[config.mk]
export PLATFORM = sky130hd
export DESIGN_NAME = serial_receiver
export DESIGN_NICKNAME = d
export VERILOG_FILES = /design/src/rtl/serial_receiver.sv
export SDC_FILE = /design/constraint.sdc
export NUM_CORES = 1
export LEC_CHECK = 0
export BUFFER_PORTS_ARGS = -buffer_cell sky130_fd_sc_hd__buf_2
export CAP_MARGIN = 20
export CORE_MARGIN = 10
export CORE_UTILIZATION = 35
export DETAILED_ROUTE_END_ITERATION = 16
export PLACE_DENSITY = 0.55
export RECOVER_POWER = 25
export SLEW_MARGIN = 20
export SYNTH_ARGS = -nofsm -noshare
export SYNTH_HDL_FRONTEND = slang
export SYNTH_SLANG_ARGS = --single-unit
[constraint.sdc]
create_clock -name clk -period 1.45 [get_ports clk]
set_input_delay 0.2175 -clock clk [delete_from_list [all_inputs] [get_ports clk]]
set_output_delay 0.2175 -clock clk [all_outputs]
set_load 0.01 [all_outputs]
[src/rtl/serial_receiver.sv]
// serial_receiver: oversampled serial frame receiver with a ready/read output handshake.
// Even-parity bit support is compiled in by defining SERIAL_RX_PARITY_EN.
module serial_receiver #(
   parameter int unsigned DataLen    = 8,
   parameter int unsigned ClksPerBit = 4
) (
   input  logic               clk,
   input  logic               rst,
   input  logic               serial_line,
   output logic [DataLen-1:0] data_out,
   output logic               data_ready,
   input  logic               read_data,
   output logic               parity_error,
   output logic               frame_error,
   output logic               overrun
);

   localparam int unsigned CntW = $clog2(ClksPerBit);
   localparam int unsigned IdxW = $clog2(DataLen + 1);
   localparam logic [CntW-1:0] CntLast = CntW'(ClksPerBit - 1);
   localparam logic [CntW-1:0] CntMid  = CntW'(ClksPerBit / 2 - 1);
   localparam logic [IdxW-1:0] IdxLast = IdxW'(DataLen - 1);

`ifdef SERIAL_RX_PARITY_EN
   typedef enum logic [2:0] {S_IDLE, S_START, S_DATA, S_PARITY, S_STOP} state_t;
`else
   typedef enum logic [2:0] {S_IDLE, S_START, S_DATA, S_STOP} state_t;
`endif

   state_t              state_q;
   state_t              state_d;
   logic                sync_q;
   logic                rx_s;
   logic                rx_prev;
   logic [CntW-1:0]     cnt_q;
   logic [IdxW-1:0]     bit_idx_q;
   logic [DataLen-1:0]  shift_q;
   logic                sample_c;
   logic                fall_c;
   logic                deliver_c;
   logic                load_c;

   // Counter is held at zero in IDLE, so every sample point lands on CntMid.
   assign sample_c = (cnt_q == CntMid);
   assign fall_c   = rx_prev & ~rx_s;
   assign load_c   = deliver_c & (~data_ready | read_data);

   always_ff @(posedge clk or posedge rst) begin
      if (rst) begin
         state_q <= S_IDLE;
      end else begin
         state_q <= state_d;
      end
   end

   always_comb begin
      state_d   = state_q;
      deliver_c = 1'b0;
      case (state_q)
         S_IDLE:  if (fall_c) state_d = S_START;
         S_START: if (sample_c) state_d = rx_s ? S_IDLE : S_DATA;
         S_DATA: begin
            if (sample_c && (bit_idx_q == IdxLast)) begin
`ifdef SERIAL_RX_PARITY_EN
               state_d = S_PARITY;
`else
               state_d = S_STOP;
`endif
            end
         end
`ifdef SERIAL_RX_PARITY_EN
         S_PARITY: if (sample_c) state_d = S_STOP;
`endif
         S_STOP: begin
            if (sample_c) begin
               state_d   = S_IDLE;
               deliver_c = 1'b1;
            end
         end
         default: state_d = S_IDLE;
      endcase
   end

   // Two-flop synchronizer plus one history flop for falling-edge detection.
   always_ff @(posedge clk or posedge rst) begin
      if (rst) begin
         sync_q  <= 1'b1;
         rx_s    <= 1'b1;
         rx_prev <= 1'b1;
      end else begin
         sync_q  <= serial_line;
         rx_s    <= sync_q;
         rx_prev <= rx_s;
      end
   end

   always_ff @(posedge clk or posedge rst) begin
      if (rst) begin
         cnt_q     <= '0;
         bit_idx_q <= '0;
         shift_q   <= '0;
      end else begin
         if ((state_q == S_IDLE) || (cnt_q == CntLast)) begin
            cnt_q <= '0;
         end else begin
            cnt_q <= cnt_q + CntW'(1);
         end
         if (state_q == S_IDLE) begin
            bit_idx_q <= '0;
         end else if ((state_q == S_DATA) && sample_c) begin
            shift_q   <= {rx_s, shift_q[DataLen-1:1]};
            bit_idx_q <= bit_idx_q + IdxW'(1);
         end
      end
   end

   // A read coinciding with delivery frees the slot, so the new byte wins.
   always_ff @(posedge clk or posedge rst) begin
      if (rst) begin
         data_out    <= '0;
         data_ready  <= 1'b0;
         frame_error <= 1'b0;
         overrun     <= 1'b0;
      end else if (load_c) begin
         data_out    <= shift_q;
         data_ready  <= 1'b1;
         frame_error <= ~rx_s;
         if (read_data) overrun <= 1'b0;
      end else if (deliver_c) begin
         overrun <= 1'b1;
      end else if (read_data && data_ready) begin
         data_ready <= 1'b0;
         overrun    <= 1'b0;
      end
   end

`ifdef SERIAL_RX_PARITY_EN
   logic par_bad_q;

   always_ff @(posedge clk or posedge rst) begin
      if (rst) begin
         par_bad_q    <= 1'b0;
         parity_error <= 1'b0;
      end else begin
         if ((state_q == S_PARITY) && sample_c) par_bad_q <= (^shift_q) ^ rx_s;
         if (load_c) parity_error <= par_bad_q;
      end
   end
`else
   assign parity_error = 1'b0;
`endif

endmodule

After elaboration in Yosys (flattened, before gate mapping)
Index checks and enable logic that the tools add are counted.

Register bits after elaboration: 31. Input bits: 4. Logic and storage cells: 60.

Add/sub/neg operators: 2. Equal/unequal tests: 12. Muxes and demuxes: 17. Bitwise operators: 6. Reductions and logical operators: 12.

Operators by type and width (count): two-way mux 3 bit (4); case mux 3 bit (4 select lines) (1); != test 2 bit, second input constant (5); two-way mux 1 bit (8); two-way mux 4 bit (2); == test 3 x 2 -> 1 bit, second input constant (2); AND reduction 2 bit (3); adder 4 x 1 -> 4 bit, second input constant (1); == test 4 x 3 -> 1 bit, second input constant (1); two-way mux 2 bit (2); AND reduction 4 bit (1); nonzero test 2 bit (2); == test 3 x 1 -> 1 bit, second input constant (1); logical AND 1 bit (3); zero test 3 bit (1); inverter 1 bit (3); nonzero test 3 bit (1); adder 2 x 1 -> 2 bit, second input constant (1); AND 1 bit (2); == test 2 x 1 -> 1 bit, second input constant (1); == test 2 bit, second input constant (1); != test 2 x 1 -> 1 bit, second input constant (1); logical OR 1 bit (1); bitwise OR 1 bit (1).

Longest topological paths before layout
Gate-level depths: netlist of the first run.

Depth in word-level cells: 6. Depth in mapped cells: 5.

Least setup slack after synthesis of the first run
Ideal clock, no wire load.

Path kind: reg-to-reg. Start: reg cnt_q[1]. End: reg data_out[0]. Data arrival time: 1.357 ns. Data required time: 1.325 ns. Slack: -0.031 ns. Cell stages (with the launch flop): 6. Path buffers: 0. Clock period less this slack: 1.481 ns. Cells stage by stage: dfrtp_1 -> inv_1 -> ha_1 -> nand3_2 -> a21oi_4 -> mux2_2.

Longest elaborated chain between the ends: 4.

Ends and longest elaborated chain: start, declared (RTL line 35) `logic [CntW-1:0] cnt_q;`; start signal, assigned (RTL line 106) `cnt_q <= cnt_q + CntW'(1);`; == test 2 x 1 -> 1 bit (RTL line 44) `assign sample_c = (cnt_q == CntMid);`; two-way mux 1 bit (RTL line 75) `if (sample_c) begin`; two-way mux 1 bit (RTL line 59) `case (state_q)`; AND 1 bit (RTL line 46) `assign load_c = deliver_c & (~data_ready | read_data);`; end signal, assigned (RTL line 125) `data_out <= shift_q;`; end, declared (RTL line 10) `output logic [DataLen-1:0] data_out,`.

Every way passes these cells. A chain may end at the register's enable or synchronous reset.

Worst setup path after layout of the first run
Start: reg cnt_q[1]. End: reg bit_idx_q[0].

Longest elaborated chain between the ends: 3.

Ends and longest elaborated chain: == test 2 x 1 -> 1 bit (RTL line 44); logical AND 1 bit (RTL line 110) `end else if ((state_q == S_DATA) && sample_c) begin`; nonzero test 2 bit (no line); end signal, assigned (RTL line 112) `bit_idx_q <= bit_idx_q + IdxW'(1);`; end, declared (RTL line 36) `logic [IdxW-1:0] bit_idx_q;`.

Every way passes these cells.

==> metrics.md, run 1 <==
| Metric | Value |
|---|---|
| Critical path class | `reg -> reg` |
| Layout cell share with drive strength beyond 1 | `0.454` |
| Worst setup margin | `-0.0552 ns` |
| Met3 Use GR | `0.0417` |
| Clock buffer depth | `2` |
| Count of cell types in the netlist | `26` |
| CTS tree | `yes` |
| Syn nets | `103` |
| Final Wtd Congestion | `0.769` |
| Clock network power share | `0.181` |
| TritonCTS buffer count | `5` |
| Area of placed instances | `0.00145 mm^2` |
| DP Worst Slack | `-0.116 ns` |
| Worst setup SP type | `flop` |
| DPL Wire Length | `1700 um` |
| Crit. End Element | `flop` |
| Grt peak-use layer | `met2` |
| Final critical-path required period | `1.51 ns` |
| Max Cap Viol | `0` |
| DRC violations left | `0` |
| Global-route met1 utilization | `0.0924` |
| Commonest non-fill, non-tap cells in the layout | `dfrtp_1 (27), mux2_2 (14), buf_2 (14)` |
| Largest net degree at the start of global routing | `14` |
| Min-Delay Path Class | `in -> reg` |
| Leakage power | `0.804 nW` |
| Initial antenna violation count | `0` |
| Status | `finished, violations left` |
| Failing checks | `negative setup slack` |
| Slew Viols, Final | `0` |
| Final setup fails | `9` |
| CTS root buffer | `clkbuf_4` |
| Share of power burned in registers | `0.467` |
| Mapped Cells | `95` |
| Synth warn | `0` |
| Syn-to-layout area delta | `26.0%` |
| Global-route wire length before repair | `4040 um` |
| Worst Path Max Fanout | `2` |
| Detail Route Antenna Nets | `0` |
| # nets final | `137` |
| Mapped Avg Cell Area | `13.2 um^2` |
| Via density | `4.73` |
| RSZ-0062 raised after global routing | `yes` |
| Fin area | `0.00158 mm^2` |
| Met2 Track Usage GR | `0.124` |
| Row Count | `21` |
| Switch share | `0.327` |
| Clock Skews | `0.00203 ns` |
| Routed wire length per instance | `13.4 um` |
| Die ar. | `0.00639 mm^2` |
| Achievable clock frequency | `664 MHz` |
| Sequential fraction of the synthesis area | `0.601` |
| Post-Syn Area | `0.00126 mm^2` |
| Port bufs | `14` |
| Core ar. | `0.00339 mm^2` |
| Final hold violations | `0` |
| Die H | `79.9 um` |
| VDD IR max | `0.000635 V` |
| ANT cells | `0` |
| Via count | `832` |
| Vias in the first global route | `866` |
| Int Power | `1.69 mW` |
| 1st-iter DRT viols | `42` |
| Pre-Repair DR Iteration Count | `4` |
| Boundary Pins | `16` |
| Worst-skew pair later-pin latency | `0.31 ns` |
| Initial Util | `0.371` |
| Most common cell after layout, fill and taps aside | `dfrtp_1` |
| Part of the cycle the worst path needs | `1.04` |
| Critical Path RT | `1.65 ns` |
| Reg clk slew, reported paths | `0.09 ns` |
| Net load switching power | `818 uW` |
| Chip Width | `79.9 um` |
| Routed WL | `2360 um` |
| GR Util All Layers | `0.0821` |
| CP arrival | `1.71 ns` |
| PD cells | `1580 mW/mm^2` |
| Gr ovfl total | `0` |
| Gate power share | `0.352` |
| Seq cells post-synth | `30` |
| Clock Sinks | `30` |
| Htree depth | `2` |
| Setup TNS Final | `-0.323 ns` |
[registers in the layout (all words and copies together) (netlist names)]
| name | cells |
|---|---|
| data_out | 8 |
| shift_q | 8 |
| bit_idx_q | 4 |
| cnt_q | 2 |
| state_q | 2 |
| data_ready | 1 |
| frame_error | 1 |
| overrun | 1 |
| rx_prev | 1 |
| rx_s | 1 |
| sync_q | 1 |
[metal layers]
layer	vias to the layer above	wire, um
met4	0	34
met5	-	0
li1	398	-
met2	14	1170
met3	4	152
met1	416	996
[final cells by class]
class / instances / area [um^2]
clock buffers: 8 / 48.8
fillers: 321 / 1810
inverters: 5 / 18.8
multi-input cells: 57 / 495
flip-flops and latches: 30 / 754
well taps: 46 / 57.6
repair buffers: 30 / 208
[per-stage QoR]
step	std cells	hold slack, ns	utilization	power [mW]
2_1_floorplan	95	0.222	-	1.65
3_3_place_gp	163	0.205	0.428	1.95
3_5_place_dp	163	0.219	0.428	1.97
4_1_cts	175	0.206	0.461	2.50
5_1_grt	176	0.225	0.467	2.70
6_report	176	0.221	0.467	2.50
[critical path, cell delays in order (launching register included)]
cell,delay [ns]
dfrtp_1,0.37
inv_2,0.05
ha_2,0.18
and2b_2,0.22
buf_6,0.12
mux2_2,0.25
a22o_1,0.20
[synth_stat cells (all sizes together)]
| cell | n | area, um^2 |
|---|---|---|
| a31oi | 2 | 12.5 |
| nand2 | 7 | 28.8 |
| nand4 | 2 | 12.5 |
| nor2 | 4 | 15.0 |
| a221oi | 1 | 8.76 |
| nand3b | 1 | 7.51 |
| a21oi | 1 | 16.3 |
| inv | 5 | 18.8 |
| ha | 4 | 50.1 |
| o21ai | 5 | 25.0 |
| mux2i | 1 | 10.0 |
| nand2b | 2 | 12.5 |
| mux2 | 17 | 191 |
| and2b | 1 | 7.51 |
| dfrtp | 27 | 676 |
| buf | 3 | 17.5 |
| dfstp | 3 | 78.8 |
| conb | 1 | 3.75 |
| o21bai | 1 | 7.51 |
| a22o | 3 | 26.3 |
| a21boi | 1 | 7.51 |
| o211ai | 1 | 7.51 |
| nand3 | 2 | 15.0 |
[cell families (layout without fill, tap and decap cells)]
| family | Yosys count | in the layout | synth area share |
|---|---|---|---|
| other cells | 1 | 1 | 0.00299 |
| simple gates | 19 | 19 | 0.0787 |
| compound gates | 15 | 15 | 0.0887 |
| flops | 30 | 30 | 0.601 |
| mux | 18 | 18 | 0.160 |
| buf+inv | 8 | 43 | 0.0289 |
| fa+ha+maj | 4 | 4 | 0.0398 |
[what timing repair did]
action,CTS,global route
hold buffers,2,0
resized for setup,6,3
pin swaps,2,1
endpoints found under the hold margin,10,0
setup endpoints to repair,18,18
buffers inserted,2,1
[power by group through the flow]
stage	logic (mW)	registers (mW)	clock network, mW
finish	0.881	1.17	0.452
global route	0.986	1.20	0.520
CTS	0.859	1.17	0.475
detailed placement	0.793	1.18	0
global placement	0.774	1.17	0
floorplan	0.472	1.18	0
[final timing paths]
check,startpoint,to,slack (ns),cells after the start
setup / recovery,cnt_q[1],bit_idx_q[0],-0.06,6
hold / removal,read_data,data_ready,0.22,4
setup reg to reg,cnt_q[1],bit_idx_q[0],-0.06,6
hold reg to reg,sync_q,rx_s,0.36,0
max in group asynchronous,rst,rx_s,0.31,4
min in group asynchronous,rst,shift_q[3],0.42,3
Power figures use the tool's default switching activity.
==> run 2: changes to the inputs <==
Settings changed: SETUP_SLACK_MARGIN set to 0.4, SKIP_CTS_REPAIR_TIMING set to 1, TNS_END_PERCENT set to 10.
==> run 2 against run 1 <==
- sequential share of layout area grew 0.30 points
- setup slack gained 0.077 ns
- combinational power shrank 4.2%
- clock power grew 15%
- first-iteration DRC count shrank 40%
- fmax grew 5.4%
- clock skew grew 0.0029 ns
- routed wire length shrank 2.0%
- critical path depth is the same
- largest power group unchanged
- largest cell class unchanged
- the run now ends clean
- cell count shrank 1.7%
- clock-buffer cell count shrank 1
==> metrics.md, run 2 (synthesized netlist as in run 1, its figures left out) <==
| Metric | Value |
|---|---|
| Grt peak-use layer | `met2` |
| DP Worst Slack | `0.0145 ns` |
| CP arrival | `1.65 ns` |
| Port bufs | `14` |
| Reg clk slew, reported paths | `0.09 ns` |
| Commonest non-fill, non-tap cells in the layout | `dfrtp_1 (27), mux2_2 (15), buf_2 (14)` |
| Crit-path cells | `inv_2 > ha_4 > nand3_4 > a21oi_4 > buf_12 > mux2_2` |
| Vias in the first global route | `813` |
| Row Count | `21` |
| Critical path class | `reg -> reg` |
| Worst setup margin | `0.0217 ns` |
| CTS tree | `yes` |
| Final Wtd Congestion | `0.781` |
| Critical Path Slowest Stage Cell | `dfrtp_1` |
| Clock Sinks | `30` |
| Layout cell share with drive strength beyond 1 | `0.449` |
| GR Util All Layers | `0.0797` |
| Met2 Track Usage GR | `0.116` |
| Part of the cycle the worst path needs | `0.985` |
| Htree depth | `2` |
| Achievable clock frequency | `700 MHz` |
| Worst Path Max Fanout | `9` |
| Max Cap Viol | `0` |
| Detail Route Antenna Nets | `0` |
| DRC violations left | `0` |
| PD cells | `1610 mW/mm^2` |
| Die H | `79.9 um` |
| Initial antenna violation count | `0` |
| Boundary Pins | `16` |
| Pre-Repair DR Iteration Count | `4` |
| Worst setup SP type | `flop` |
| # nets final | `134` |
| Global-route wire length before repair | `3850 um` |
| Final critical-path required period | `1.43 ns` |
| Worst-skew pair later-pin latency | `0.33 ns` |
| Gr ovfl total | `0` |
| Placed cell count | `162` |
| ANT cells | `0` |
| Final hold violations | `0` |
| Status | `finished clean` |
| Crit. End Element | `flop` |
| Leakage power | `0.788 nW` |
| VDD IR max | `0.000807 V` |
| Initial Util | `0.371` |
| Pwr Total | `2.53 mW` |
| CTS root buffer | `clkbuf_4` |
| Slew Viols, Final | `0` |
| Top cell family by delay on the critical path | `flip-flops` |
| TritonCTS buffer count | `5` |
| Top flop regs | `data_out x8, shift_q x8, bit_idx_q x4` |
| Core ar. | `0.00339 mm^2` |
| DPL Wire Length | `1730 um` |
| Syn-to-layout area delta | `25.2%` |
| Chip Width | `79.9 um` |
| R2R setup slack | `0.02 ns` |
| Largest stage delay on the critical path | `0.40 ns` |
| Clock buffer depth | `2` |
| Critical path buffers and inverters | `2` |
| Routed wire length per instance | `13.3 um` |
| RSZ-0062 raised after global routing | `yes` |
| Clock Skews | `0.00489 ns` |
| WHS | `0.197 ns` |
| Die ar. | `0.00639 mm^2` |
| Critical Path RT | `1.67 ns` |
| Largest net degree at the start of global routing | `14` |
| Met3 Use GR | `0.0495` |
| Via count | `808` |
| Most common cell after layout, fill and taps aside | `dfrtp_1` |
| Min-Delay Path Class | `in -> reg` |
| Final setup fails | `0` |
| Routed WL | `2310 um` |
| 1st-iter DRT viols | `25` |
| Via density | `4.67` |
| Global-route met1 utilization | `0.0882` |
| Final Non-Filler Cells | `173` |
| Setup TNS Final | `0 ns` |
-- run 2: per-stage QoR --
stage                     instance area, um^2   util
after floorplan                          1290      -
after global placement                   1490  0.438
after detailed placement                 1490  0.438
after CTS                                1550  0.456
after global routing                     1570  0.464
final                                    1570  0.464
-- run 2: worst min-delay path: cells and delay by family --
| kind | cells | cell delay, ns |
|---|---|---|
| buf+inv | 2 | 0.14 |
| simple gates | 2 | 0.14 |
-- run 2: path summary, 6_finish.rpt --
check,cells past startpoint,endpoint,startpoint
setup / recovery,6,data_out[5],cnt_q[1]
hold / removal,4,data_ready,read_data
setup reg to reg,6,data_out[5],cnt_q[1]
hold reg to reg,0,rx_s,sync_q
max in group asynchronous,4,rx_prev,rst
min in group asynchronous,3,data_out[4],rst
-- run 2: area by class of cell --
cell class / instances / area [um^2]
repair buffers: 27 / 181
clock buffers: 7 / 55.1
flip-flops and latches: 30 / 754
well taps: 46 / 57.6
clock inverters: 1 / 5.00
inverters: 5 / 18.8
multi-input cells: 57 / 500
fillers: 324 / 1820
-- run 2: metal layers --
metal	routed length [um]	vias to the layer above
met5	0	-
met4	51	0
met3	163	6
met2	1050	16
met1	1050	392
li1	-	394
-- run 2: where the power goes --
part / switching [mW] / internal (mW)
Combinational: 0.407 / 0.437
Sequential: 0.152 / 1.02
Clock: 0.284 / 0.235
